**src/rtl/spi_aes_responder_pkg.sv**
```systemverilog
// Shared types and constants for the AES SPI responder: FSM state encoding,
// block width, frame length and the result parity helper.
package spi_aes_responder_pkg;

  localparam int BLOCK_BITS = 128;

  typedef enum logic [2:0] {
    ST_IDLE  = 3'd0,
    ST_RX    = 3'd1,
    ST_START = 3'd2,
    ST_WAIT  = 3'd3,
    ST_MARK  = 3'd4,
    ST_TX    = 3'd5,
    ST_DONE  = 3'd6
  } state_e;

  function automatic int rx_bits(input int nk);
    return BLOCK_BITS + nk * 32;
  endfunction

  function automatic logic parity128(input logic [127:0] v);
    return ^v;
  endfunction

endpackage

```
**src/rtl/spi_aes_responder_shift_reg.sv**
```systemverilog
// Parameterised load / shift-left register; q[W-1] is the serial output and
// sin enters at the LSB.
module spi_shift_reg #(
  parameter int W = 128
) (
  input  logic         clk_master,
  input  logic         rst,
  input  logic         load,
  input  logic         shift,
  input  logic         sin,
  input  logic [W-1:0] load_val,
  output logic [W-1:0] q
);

  logic [W-1:0] data_d, data_q;

  // next contents: parallel load wins over shift
  always_comb begin
    data_d = data_q;
    if (load) begin
      data_d = load_val;
    end else if (shift) begin
      data_d = {data_q[W-2:0], sin};
    end else begin
      data_d = data_q;
    end
  end

  // storage with asynchronous clear
  always_ff @(posedge clk_master or posedge rst) begin
    if (rst) begin
      data_q <= '0;
    end else begin
      data_q <= data_d;
    end
  end

  assign q = data_q;

endmodule

```
**src/rtl/spi_aes_responder.sv**
```systemverilog
// SPI target for one AES core: receives {data, key}, runs the core, returns the
// result after a 1-bit start marker. Optional macro: SPI_RSP_PARITY_EN.
module spi_aes_responder
  import spi_aes_responder_pkg::*;
#(
  parameter int NK = 4
) (
  input  logic               clk_master,
  input  logic               rst,
  input  logic               cs,
  input  logic               sdi,
  output logic               sdo,
  output logic [127:0]       core_data,
  output logic [NK*32-1:0]   core_key,
  output logic               core_start,
  input  logic               core_done,
  input  logic [127:0]       core_result,
  output logic               rsp_done
);

  localparam int RX_BITS  = rx_bits(NK);
  localparam int KEY_BITS = NK * 32;
  localparam int CNT_W    = $clog2(RX_BITS + 1);
  localparam logic [CNT_W-1:0] RX_LAST = CNT_W'(RX_BITS - 1);
  localparam logic [CNT_W-1:0] TX_BIT0 = CNT_W'(BLOCK_BITS - 1);
`ifdef SPI_RSP_PARITY_EN
  localparam logic [CNT_W-1:0] TX_LAST = CNT_W'(BLOCK_BITS);
`else
  localparam logic [CNT_W-1:0] TX_LAST = TX_BIT0;
`endif

  state_e                state_d, state_q;
  logic [CNT_W-1:0]      cnt_d, cnt_q;
  logic                  sdo_d, sdo_q;
  logic                  core_start_d, core_start_q;
  logic                  rsp_done_d, rsp_done_q;
  logic [127:0]          core_data_d, core_data_q;
  logic [KEY_BITS-1:0]   core_key_d, core_key_q;
  logic                  rx_shift, tx_load, tx_shift;
  logic [RX_BITS-1:0]    rx_q, rx_next;
  logic [127:0]          tx_q;
  logic                  parity_bit;

  spi_shift_reg #(.W(RX_BITS)) u_rx (
    .clk_master(clk_master), .rst(rst), .load(1'b0), .shift(rx_shift),
    .sin(sdi), .load_val({RX_BITS{1'b0}}), .q(rx_q)
  );

  spi_shift_reg #(.W(BLOCK_BITS)) u_tx (
    .clk_master(clk_master), .rst(rst), .load(tx_load), .shift(tx_shift),
    .sin(1'b0), .load_val(core_result), .q(tx_q)
  );

  assign rx_next = {rx_q[RX_BITS-2:0], sdi};

`ifdef SPI_RSP_PARITY_EN
  logic parity_d, parity_q;
  // parity of the result is captured when the core hands it over
  always_comb begin
    if (tx_load) begin
      parity_d = parity128(core_result);
    end else begin
      parity_d = parity_q;
    end
  end

  // parity storage
  always_ff @(posedge clk_master or posedge rst) begin
    if (rst) begin
      parity_q <= 1'b0;
    end else begin
      parity_q <= parity_d;
    end
  end
  assign parity_bit = parity_q;
`else
  assign parity_bit = 1'b0;
`endif

  // transaction FSM; cs low outside IDLE/DONE falls through to the abort defaults
  always_comb begin
    state_d      = state_q;
    cnt_d        = {CNT_W{1'b0}};
    sdo_d        = 1'b0;
    core_start_d = 1'b0;
    rsp_done_d   = 1'b0;
    core_data_d  = core_data_q;
    core_key_d   = core_key_q;
    rx_shift     = 1'b0;
    tx_load      = 1'b0;
    tx_shift     = 1'b0;
    case (state_q)
      ST_IDLE: begin
        if (cs) begin
          rx_shift = 1'b1;
          cnt_d    = CNT_W'(1);
          state_d  = ST_RX;
        end else begin
          state_d  = ST_IDLE;
        end
      end
      ST_RX: begin
        if (!cs) begin
          state_d = ST_IDLE;
        end else if (cnt_q == RX_LAST) begin
          rx_shift     = 1'b1;
          core_data_d  = rx_next[RX_BITS-1 -: BLOCK_BITS];
          core_key_d   = rx_next[KEY_BITS-1:0];
          core_start_d = 1'b1;
          state_d      = ST_START;
        end else begin
          rx_shift = 1'b1;
          cnt_d    = cnt_q + CNT_W'(1);
        end
      end
      ST_START, ST_WAIT: begin
        if (!cs) begin
          state_d = ST_IDLE;
        end else if (core_done) begin
          tx_load = 1'b1;
          sdo_d   = 1'b1;
          state_d = ST_MARK;
        end else begin
          state_d = ST_WAIT;
        end
      end
      ST_MARK: begin
        if (!cs) begin
          state_d = ST_IDLE;
        end else begin
          sdo_d    = tx_q[127];
          tx_shift = 1'b1;
          state_d  = ST_TX;
        end
      end
      ST_TX: begin
        if (!cs) begin
          state_d = ST_IDLE;
        end else if (cnt_q == TX_LAST) begin
          rsp_done_d = 1'b1;
          state_d    = ST_DONE;
        end else if (cnt_q == TX_BIT0) begin
          sdo_d = parity_bit;
          cnt_d = cnt_q + CNT_W'(1);
        end else begin
          sdo_d    = tx_q[127];
          tx_shift = 1'b1;
          cnt_d    = cnt_q + CNT_W'(1);
        end
      end
      ST_DONE: begin
        if (!cs) begin
          state_d = ST_IDLE;
        end else begin
          rsp_done_d = 1'b1;
        end
      end
      default: begin
        state_d = ST_IDLE;
      end
    endcase
  end

  // state and registered outputs
  always_ff @(posedge clk_master or posedge rst) begin
    if (rst) begin
      state_q      <= ST_IDLE;
      cnt_q        <= {CNT_W{1'b0}};
      sdo_q        <= 1'b0;
      core_start_q <= 1'b0;
      rsp_done_q   <= 1'b0;
      core_data_q  <= 128'd0;
      core_key_q   <= {KEY_BITS{1'b0}};
    end else begin
      state_q      <= state_d;
      cnt_q        <= cnt_d;
      sdo_q        <= sdo_d;
      core_start_q <= core_start_d;
      rsp_done_q   <= rsp_done_d;
      core_data_q  <= core_data_d;
      core_key_q   <= core_key_d;
    end
  end

  assign sdo        = sdo_q;
  assign core_start = core_start_q;
  assign rsp_done   = rsp_done_q;
  assign core_data  = core_data_q;
  assign core_key   = core_key_q;

endmodule
```
**config.mk**
```make
export PLATFORM = sky130hd
export DESIGN_NAME = spi_aes_responder
export DESIGN_NICKNAME = d
export VERILOG_FILES = /design/src/rtl/spi_aes_responder_pkg.sv /design/src/rtl/spi_aes_responder_shift_reg.sv /design/src/rtl/spi_aes_responder.sv
export SDC_FILE = /design/constraint.sdc
export NUM_CORES = 1
export LEC_CHECK = 0
export CELL_PAD_IN_SITES_DETAIL_PLACEMENT = 1
export CELL_PAD_IN_SITES_GLOBAL_PLACEMENT = 1
export CORE_UTILIZATION = 42
export CTS_BUF_LIST = sky130_fd_sc_hd__clkbuf_4
export CTS_CLUSTER_SIZE = 10
export DETAILED_ROUTE_END_ITERATION = 7
export PLACE_DENSITY_LB_ADDON = 0.15
export SKIP_LAST_GASP = 1
export SLEW_MARGIN = 20
export SYNTH_ARGS = -nofsm -noshare
export SYNTH_HDL_FRONTEND = slang
export SYNTH_SLANG_ARGS = --single-unit
export TNS_END_PERCENT = 100
```
**constraint.sdc**
```tcl
create_clock -name clk_master -period 23.4 [get_ports clk_master]
set_input_delay 5.85 -clock clk_master [delete_from_list [all_inputs] [get_ports clk_master]]
set_output_delay 5.85 -clock clk_master [all_outputs]
set_load 0.05 [all_outputs]
```
# Word-level counts from Yosys, hierarchy flattened
# Index checks and enable logic that the tools add are counted.
# W data, S select, Z words.
[op_classes]
add_sub_neg = 1
n_eq_ne = 11
muxes = 36
n_reduce_logical = 6
[ops]
columns = ["op", "n"]
rows = [
  ["$mux W128", 2],
  ["$mux W9", 4],
  ["$pmux W9 S3", 1],
  ["$mux W3", 8],
  ["$pmux W3 S6", 1],
  ["$mux W1", 17],
  ["$add A9 B1 Y9 const B", 1],
  ["$eq A3 B3 Y1 const B", 3],
  ["$eq A9 B7 Y1 const B", 1],
  ["$eq A9 B8 Y1 const B", 1],
  ["$eq A3 B2 Y1 const B", 2],
  ["$ne A3 B3 Y1 const B", 2],
  ["$reduce_and A3 Y1", 2],
  ["$pmux W1 S2", 2],
  ["$reduce_or A2 Y1", 2],
  ["$eq A3 B1 Y1 const B", 1],
  ["$logic_not A3 Y1", 1],
  ["$pmux W1 S3", 1],
  ["$ne A2 B2 Y1 const B", 1],
  ["$reduce_bool A2 Y1", 1],
]
[word_totals]
register_bits = 654
input_bits = 133
wordCells = 63

# Logic depth before layout (Yosys ltp)
[logic_depth]
word_depth = 6
depth_mapped = 10
ltp_nobuf = 9

# Modules after synthesis
# From an unflattened synthesis, not the netlist that was laid out.
[unflattened]
cells_unflattened = 2292
hier_area_um2 = 29275.6
[modules_own_cells]
columns = ["module", "n_inst", "cells_per_inst", "area_per_inst_um2", "seq_area_each_um2"]
rows = [
  ["spi_shift_reg (u_rx)", 1, 1111, 11896.4, 6406.1],
  ["spi_aes_responder", 1, 626, 11427.2, 6781.5],
  ["spi_shift_reg (u_tx)", 1, 555, 5952.0, 3203.1],
]

# Least setup slack after synthesis
# OpenSTA, ideal clock, no wires.
[synth_path]
path_kind = "input port to flip-flop"
from = "input cs"
to = "register u_tx.data_q[20] (netlist: u_tx.q[20])"
t_arrival_ps = 7220
path_slack_ps = 16055
stages = 5
path_buffers = 2
path_cell_list = "nand4b_1 -> clkbuf_1 -> clkbuf_1 -> mux2_2 -> mux2_4"
[synth_between]
elab_chain_cells = 3
[synth_rtl]
columns = ["element", "line_no", "rtl"]
rows = [
  ["start, declared", "spi_aes_responder.sv:10", "input logic cs,"],
  ["$mux W1, on equally long branches", "spi_aes_responder.sv:137, spi_aes_responder.sv:117, spi_aes_responder.sv:128", ""],
  ["$pmux W1 S2 or $mux W1 (tied branches)", "spi_aes_responder.sv:92", "case (state_q)"],
  ["$reduce_bool A2 Y1 (no source line) or $mux W128 (tied branches)", "n/a", ""],
  ["end signal, assigned", "spi_aes_responder_shift_reg.sv:34", "data_q <= data_d;"],
  ["end, declared", "spi_aes_responder_shift_reg.sv:15", "logic [W-1:0] data_d, data_q;"],
]
# Several ways; a longest one is shown, not always the timed one.
# A chain may end at the register's enable or synchronous reset.

==> key figures <==
Clock network
  – CTS Buf Count: 176
  – Cells resized by post-CTS repair: 0
  – Clock Latency Late Sink: about 980 ps
  – H-tree Lvls: 4
  – Hold Buf Count CTS: 0
  – Clock Tree Root: clkbuf_4
  – Clk sink count: 654
  – TritonCTS clock tree: done
  – Post-CTS Setup Bufs: 0
  – Clock transition at path regs: 60 ps
  – Max Buffers Root-to-Sink: 3

Route
  – Drt drc: 0
  – Vias/cell: 4.932
  – Post-Route WL: ~57 mm
  – DR iter-0 viols: 479
  – Via count: ~15000
  – Drt pass-1 iters: 4
  – Final ANT Viol Nets: 0
  – Post-DR wirelength/cell: 18.93 µm

Final layout
  – Area of the multi-input gates: 9140 µm²
  – Net count, final: ~2200
  – Area growth from synthesis to layout: 26.63%
  – Layout cells sized above 1: 48.75%
  – Non-Filler Instances: between 2000 and 3000
  – Reg area: 16370 µm²
  – Layout fillers: 5846

STA
  – Max-Slew Margin vs Limit: 24.83%
  – Final hold violations: 0
  – Tcrit/Tclk final: about two fifths
  – Setup TNS Final: 0 ps
  – Min Tclk post-route: between 9000 and 10000 ps
  – Setup-failing EPs final: 0
  – Clock Skews: 43.20 ps
  – RSZ-0062 raised after global routing: false
  – FMAX: 0.1084 GHz
  – Final max-slew violation count: 0
  – Pin slew with the least headroom to its limit: 1127 ps

Synthesis
  – Area share of the largest cell type after synthesis: between 60% and 70%
  – Library cells used by synthesis: 36
  – Synth Cell Area: between 20000 and 30000 µm²
  – Register bit total from synthesis: 654
  – Sequential area share after synthesis: 62.95%
  – Mapped Nets: 1710
  – Leading area contributor after synthesis: dfrtp_1
  – YS warnings: 0
  – Syn Inst Count: approximately 1600
  – Mean Syn Cell Area: 16.52 µm²
  – Leading post-synthesis cells by cell area: dfrtp_1, mux2_2, mux2_4

GRT
  – Initial antenna violation count: 5
  – Total global routing track utilization: 18.63%
  – First-pass GRT wire length: between 90 and 100 mm
  – Grt total ovfl: 0
  – Largest net degree at the start of global routing: 175
  – Vias in the first global route: 16700

Run status
  – Outcome: completed

Setup path
  – Crit path top cell by count: buf_4
  – Crit-path max cell delay: 860 ps
  – CP Class: primary input to async pin
  – Family with the most delay on the worst path: buffers and inverters
  – CP cell instances: clkdlybuf4s50_1 > clkinvlp_4 > buf_4 > buf_4 > buf_12 > buf_4
  – Buf+Inv Stages, Crit Path: 6
  – Crit. End Element: async pin
  – Critical path startpoint category: primary input
  – Crit Path Max Fanout: 161
  – CP arrival: a little over 10000 ps
  – CP max-delay cell: buf_4
  – Required @ worst endpoint: 24340 ps

Power and ir drop
  – Pleak: roughly 17 nW
  – Power per cell area: 76.25 nW/µm²
  – Peak VDD IR: 0.00004153 V

Placement
  – Final GP Congestion: between 0.7 and 0.8
  – Cells after DPL: 2676
  – Number of port buffers: 391
  – DP Wirelength: between 30 and 40 mm

Floorplanning
  – Initial Util: 42.75%
  – # IOs: 392
  – Die width: 250.8 µm
  – Core Area: 60810 µm²
  – Die Footprint: 62900 µm²
  – # rows: 90
  – Die height: roughly 250 µm

Worst hold path
  – Worst min-delay path category: register to register

Job
  – Max_cap viols: 0
==> sequential cells by signal, indices dropped and copies added, names as in the netlist <==
name / count
cnt_q: 9
rsp_done: 1
state_q: 3
core_key: 128
u_tx.q: 128
core_data: 128
sdo: 1
u_rx.q: 255
core_start: 1
==> worst register-to-register path, stage by stage, from the launching register on <==
cell	delay (ps)
dfrtp_1	580
nand4b_1	170
buf_4	680
o21a_1	250
a31o_4	780
buf_4	890
mux2_2	460
==> layout make-up <==
type / count / area share, %
clock buffer: 276 / 6.294
multi-input combinational: 826 / 27.77
tap: 782 / 2.972
inverter: 9 / 0.1140
clock inverter: 30 / 0.6044
sequential: 654 / 49.72
timing repair buffer: 406 / 12.46
antenna: 10 / 0.07602
==> stage by stage <==
step	instance area, µm²	worst slack, ps	utilization (%)	power (W)	hold slack (ps)
6_report	32920	14170	54.13	0.002510	490.5
5_1_grt	32910	13640	54.13	0.002656	510.6
4_1_cts	32860	14100	54.04	0.002564	488.5
3_5_place_dp	30590	12960	50.31	0.001513	490.0
3_3_place_gp	30590	13110	50.31	0.001499	481.2
2_1_floorplan	26000	8611	-	0.001448	473.6
==> cells by family (layout without fill, tap and decap cells) <==
kind of cell    Yosys count  in the layout  share of synthesized area (%)
mux                     765            765                          33.57
flops                   654            654                          62.95
compound gates           16             16                         0.4332
fa+ha+maj                 3              3                         0.1444
xor+xnor                  6              6                         0.2021
simple gates             36             36                         0.7123
buf+inv                  94            721                          1.988
other cells               0             10                              0
==> layer usage <==
layer,wire length [µm],vias up,GRT usage [%]
met1,23120,7618,22.53
met5,34,-,0
li1,-,6699,-
met2,27660,339,29.25
met3,4524,100,8.087
met4,1306,4,7.379
==> path summary, 6_finish.rpt <==
| kind | startpoint | to | slack, ps | cells after the start |
|---|---|---|---|---|
| setup reg to reg | state_q[2] | u_tx.q[89] | 19440 | 6 |
| setup / recovery | rst | u_rx.q[160] | 14170 | 6 |
| min in group asynchronous | rst | core_key[39] | 5450 | 2 |
| max in group clk_master | cs | u_tx.q[89] | 14680 | 7 |
| hold reg to reg | u_rx.q[219] | u_rx.q[220] | 490 | 1 |
| hold / removal | u_rx.q[219] | u_rx.q[220] | 490 | 1 |
==> report_power, final <==
part           internal [W]  switching, W
clock network      0.000555      0.000466
registers           0.00121     0.0000442
logic              0.000148     0.0000874
total               0.00191      0.000598
==> cell usage after synthesis <==
cell type	instances
mux2_2	734
dfrtp_1	654
buf_2	50
mux2_4	30
clkbuf_1	18
nor2_1	12
nand2_1	10
buf_4	9
inv_1	8
nand3_1	5
a21oi_1	4
xnor2_1	4
buf_1	3
buf_12	3
ha_1	3
o21ai_0	3
nand4b_1	2
nor2b_1	2
nor3_1	2
xor2_1	2
a211o_1	1
a21boi_0	1
a311oi_1	1
a31o_1	1
a31o_2	1
and3_1	1
buf_6	1
buf_8	1
inv_2	1
mux2i_1	1
nor3b_1	1
nor4b_4	1
o21a_1	1
o2bb2ai_1	1
o311a_1	1
o31a_1	1
==> cells in the final DEF, fill, tap and decap left out, types with 2 or more instances in the layout <==
cell,Yosys,routed
ha_1,3,3
dfrtp_1,654,654
clkbuf_4,0,276
inv_2,1,3
mux2_2,734,734
clkdlybuf4s50_1,0,391
bufinv_16,0,2
nor2_1,12,12
clkinv_1,0,19
a21oi_1,4,4
clkinv_4,0,5
buf_12,3,4
nand2_1,10,10
diode_2,0,10
o21ai_0,3,3
mux2_4,30,30
clkinvlp_4,0,2
buf_4,9,9
inv_1,8,7
nand4b_1,2,2
xor2_1,2,2
xnor2_1,4,4
nand3_1,5,4
nor2b_1,2,2
(Power assumes the default switching activity.)
==> variant 1, RTL diff (same flow settings) <==
The 7 states of `state_e` get a one-hot encoding in 7 bits.
--- a/src/rtl/spi_aes_responder_pkg.sv
+++ b/src/rtl/spi_aes_responder_pkg.sv
@@ -6,10 +6,10 @@
 
-  typedef enum logic [2:0] {
-    ST_IDLE  = 3'd0,
-    ST_RX    = 3'd1,
-    ST_START = 3'd2,
-    ST_WAIT  = 3'd3,
-    ST_MARK  = 3'd4,
-    ST_TX    = 3'd5,
-    ST_DONE  = 3'd6
+  typedef enum logic [6:0] {
+    ST_IDLE  = 7'b0000001,
+    ST_RX    = 7'b0000010,
+    ST_START = 7'b0000100,
+    ST_WAIT  = 7'b0001000,
+    ST_MARK  = 7'b0010000,
+    ST_TX    = 7'b0100000,
+    ST_DONE  = 7'b1000000
   } state_e;
Formal check against the unedited RTL: same outputs for any inputs over 4 cycles, from zero or initial values and one cycle with rst high; so few cycles prove little.
==> variant 1 against the original RTL <==
  * Combinational power shrank 35%
  * Worst setup slack better by 0.75 ns
  * Synthesized area increased by 0.86%
  * Global-route usage increased by 1.7 points
  * Via count increased by 14%
  * Critical endpoint is now u_tx.q[98]
  * Routed wire length is 11% higher
  * Register-to-register slack improved by 0.42 ns
  * Design area rose by 0.19%
  * Sequential cell count rose by 4
  * Sequential share of layout area is 0.21 points higher
  * Critical path depth grew 1
  * Largest power group unchanged
  * Power fell by 7.5%
  * Non-clock buffer count increased by 7
==> variant 1: results (changes against the original RTL) <==
| Metric | Value |
|---|---|
| Detailed Routing Iterations Pass 1 | `4 (unchanged)` |
| Vias per inst | `5.297 (+7.4%)` |
| Clock Tree Buf Depth | `3 (unchanged)` |
| Outcome | `finished clean` |
| Cells on worst reg2reg path | `6 (unchanged)` |
| CTS buffer count | `175 (-0.57%)` |
| Met2 Wirelength | `30,930 um (+12%)` |
| Final Wtd Congestion | `0.7701 (+3.4%)` |
| Largest cells by area after synthesis | `dfrtp_1 63%, mux2_1 22%, o2111a_1 2.9%` |
| First-pass GRT wire length | `102,600 um (+11%)` |
| Maximum vdd drop | `0.00003845 V (-7.4%)` |
| Most instantiated cells after synthesis | `657 x dfrtp_1, 511 x mux2_1, 131 x nand2_1, 74 x clkbuf_1` |
| Metal-1 WL | `27,760 um (+20%)` |
| Met3 WL post-DR | `2904 um (-36%)` |
| Place WS | `14.01 ns (+1.058 ns)` |
| Sequential element share of the synthesized area | `62.80% (-0.15 points)` |
| Nets | `2,354 (+6.6%)` |
| Main synth FF type | `dfrtp_1` |
| Worst hold path class | `flip-flop to flip-flop` |
| Worst-skew pair later-pin latency | `0.93 ns (-0.05 ns)` |
| Initial antenna violation count | `7 (+2)` |
| Layout cell share with drive strength beyond 1 | `13.16% (-36 points)` |
| Syn_nets | `1,913 (+12%)` |
| Clock Skews | `0.07502 ns (+0.03182 ns)` |
| GRT Util Overall | `20.37% (+1.7 points)` |
| Lkg Pwr | `16.14 nW (-2.3%)` |
| Synth warn | `0 (unchanged)` |
| Post-detail-place hpwl | `39,350 um (+11%)` |
| Initial DRC Count | `728 (+52%)` |
| Worst hold path stage count | `1 (unchanged)` |
| Routed WL per cell | `19.76 um (+4.4%)` |
| Critical Path AT | `9.24 ns (-0.93 ns)` |
| Netlist cell types | `41 (+14%)` |
| Max FO, Critical Path | `87 (-46%)` |
| Post-CTS Setup Bufs | `0 (unchanged)` |
| Largest net degree at the start of global routing | `168 (-4.0%)` |
| Worst slew pin tran | `1.069 ns (-0.05858 ns)` |
| Number of global-route vias before repair | `18,300 (+9.5%)` |
-- variant 1: metrics by stage --
| stage | utilization (%) | area (um2) | total power, W | hold slack (ns) | instances |
|---|---|---|---|---|---|
| 2_1_floorplan | - | 26220 | 0.001297 | 0.4602 | 1777 |
| 3_3_place_gp | 49.88 | 30780 | 0.001349 | 0.4729 | 2878 |
| 3_5_place_dp | 49.88 | 30780 | 0.001352 | 0.4799 | 2878 |
| 4_1_cts | 53.41 | 32960 | 0.002371 | 0.4639 | 3169 |
| 5_1_grt | 53.44 | 32980 | 0.002441 | 0.4977 | 3176 |
| 6_report | 53.44 | 32980 | 0.002320 | 0.4631 | 3176 |
-- variant 1: path summary, 6_finish.rpt --
check                            start        endpoint  slack, ns
max                                 cs      u_tx.q[98]      14.92
min                        u_rx.q[144]   core_data[17]       0.46
max reg2reg                 state_q[0]      u_tx.q[98]      19.86
min reg2reg                u_rx.q[144]   core_data[17]       0.46
max in group asynchronous          rst     u_tx.q[127]      15.10
min in group asynchronous          rst  core_data[119]       5.35
-- variant 1: cell families (layout without fill, tap and decap cells) --
logic type,count (synthesis),in the layout,synth area share [%]
compound gates,267,267,9.525
xor+xnor,9,9,0.3006
fa+ha+maj,3,3,0.1432
buf+inv,159,714,2.529
flops,658,658,62.80
mux,511,511,21.95
other cells,0,7,0
simple gates,170,170,2.753
-- variant 1: per-layer routing --
metal,GRT usage [%],vias up
li1,-,7589
met1,26.85,8751
met2,32.07,380
met3,5.571,98
met4,7.827,4
met5,0,-
-- variant 1: critical path: stages --
cell and delay [ns]:
clkdlybuf4s50_1 0.43, nor3b_2 0.21, nand4_1 0.10, buf_4 0.66, clkinv_2 0.77, buf_4 0.65
a221o_1 0.47
-- variant 1: final cells by class --
cell class | instances | area (um2)
Antenna cell | 7 | 17.52
Tap cell | 837 | 1047
Clock buffer | 259 | 1944
Clock inverter | 32 | 229.0
Timing Repair Buffer | 413 | 4120
Inverter | 10 | 42.54
Sequential cell | 658 | 16470
Fill cell | 6140 | 28730
Multi-Input combinational cell | 960 | 9111
-- variant 1: power by group --
part           internal (W)  switching [W]  total (W)
Combinational     0.0000656      0.0000875   0.000153
Clock              0.000535       0.000459   0.000994
Sequential          0.00116      0.0000153    0.00117
Total               0.00176       0.000562    0.00232
==> variant 2, RTL diff (config.mk and constraints unchanged) <==
Without the edit above. `NK`: 4 -> 8.
--- a/src/rtl/spi_aes_responder.sv
+++ b/src/rtl/spi_aes_responder.sv
@@ -5,3 +5,3 @@
 #(
-  parameter int NK = 4
+  parameter int NK = 8
 ) (
Ports: changed (resized core_key); port bits go from 392 to 520. No check against the original RTL was run, so the function may have changed too.
==> variant 2 against the original RTL <==
  * Power increased by 34%
  * Final cell count rose by 46%
  * Sequential cell count increased by 256
  * Routed wire length rose by 59%
  * Synthesized area up 39%
  * Critical path type is now input port to flip-flop
  * Highest routed layer is now met4
  * Worst setup slack gained 0.56 ns
  * Hold slack better by 0.0044 ns
  * Largest cell class unchanged
  * Utilization down 1.1 points
  * Design area is 37% higher
  * Via count up 54%
  * Clock skew increased by 0.017 ns
==> variant 2: results (changes against the original RTL) <==
| Metric | Value |
|---|---|
| Outcome | `finished clean` |
| Mux cell area share after synthesis | `23.85% (-9.7 points)` |
| Number of global-route vias before repair | `25,190 (+51%)` |
| Adder-cell share of the synthesized area | `0.03451% (-0.11 points)` |
| Cells after Synth | `2,442 (+55%)` |
| Max FO, Critical Path | `169 (+5.0%)` |
| Final min period | `8.669 ns (-0.5583 ns)` |
| First-pass GRT wire length | `143,100 um (+56%)` |
| Detailed Routing Iterations Pass 1 | `5 (+1)` |
| Placed insts | `3,942 (+47%)` |
| Port bufs | `519 (+33%)` |
| Post-DP Area | `42,130 um2 (+38%)` |
| CTS buffer count | `235 (+34%)` |
| Reg2Reg Setup Slack | `19.72 ns (+0.28 ns)` |
| Initial DRC Count | `1,060 (+120%)` |
| Cells on worst reg2reg path | `5 (-1)` |
| Syn_nets | `2,576 (+51%)` |
| Vias per inst | `5.219 (+5.8%)` |
| Hold endpoint | `u_rx.q[359]` |
| Final Wtd Congestion | `0.7861 (+5.5%)` |
| Lkg Pwr | `21.65 nW (+31%)` |
| Synth Area in XOR/XNOR | `0.09664% (-0.11 points)` |
| Worst slew pin tran | `1.224 ns (+0.09637 ns)` |
| Routed WL per cell | `20.62 um (+9.0%)` |
| Largest cells by area after synthesis | `dfrtp_1 63%, mux2_2 24%, a311o_1 3.5%` |
| Largest net degree at the start of global routing | `188 (+7.4%)` |
| Top cell type's share of synthesized area | `62.81% (-0.14 points)` |
| Critical Path AT | `9.59 ns (-0.58 ns)` |
| Flip-flop count of the largest register after layout | `383 (+50%)` |
| Hold Crit Start | `u_rx.q[358]` |
| Most instantiated cells after synthesis | `910 x dfrtp_1, 767 x mux2_2, 131 x inv_1, 131 x nand2_1, 127 x a311o_1` |
| Sequential element share of the synthesized area | `62.81% (-0.14 points)` |
## variant 2: cell types whose count changed in the layout (fill, tap and decap cells not counted), sizes merged, moves of 4 or more
cell,unedited run,this run
clkbuf,276,353
o311ai,0,126
clkinv,24,37
nand4,0,4
dfrtp,654,910
inv,11,137
a311o,0,127
clkdlybuf4s50,391,519
nand2,10,131
buf,15,28
nor2,12,6
## variant 2: layout make-up
cell class	count	area (um2)
repair buffers	547	5527
flip-flops and latches	910	22770
diodes	13	32.53
clock inverters	48	316.6
inverters	131	495.5
clock buffers	353	2650
well taps	1144	1431
multi-input cells	1213	12000
fillers	8429	40060
## variant 2: report_power, final
group | switching [W] | total (W) | internal (W)
sequential | 0.0000426 | 0.00173 | 0.00168
clock | 0.000644 | 0.00137 | 0.000725
combinational | 0.000153 | 0.000272 | 0.000118
## variant 2: metal layers
layer  track usage [%]  vias to the layer above  share of wire, %
li1                  -                    10160                 -
met1             25.37                    11860                40
met2             33.08                      597                50
met3             7.547                      133               7.4
met4             9.213                        0               2.6
met5                 0                        -                 0
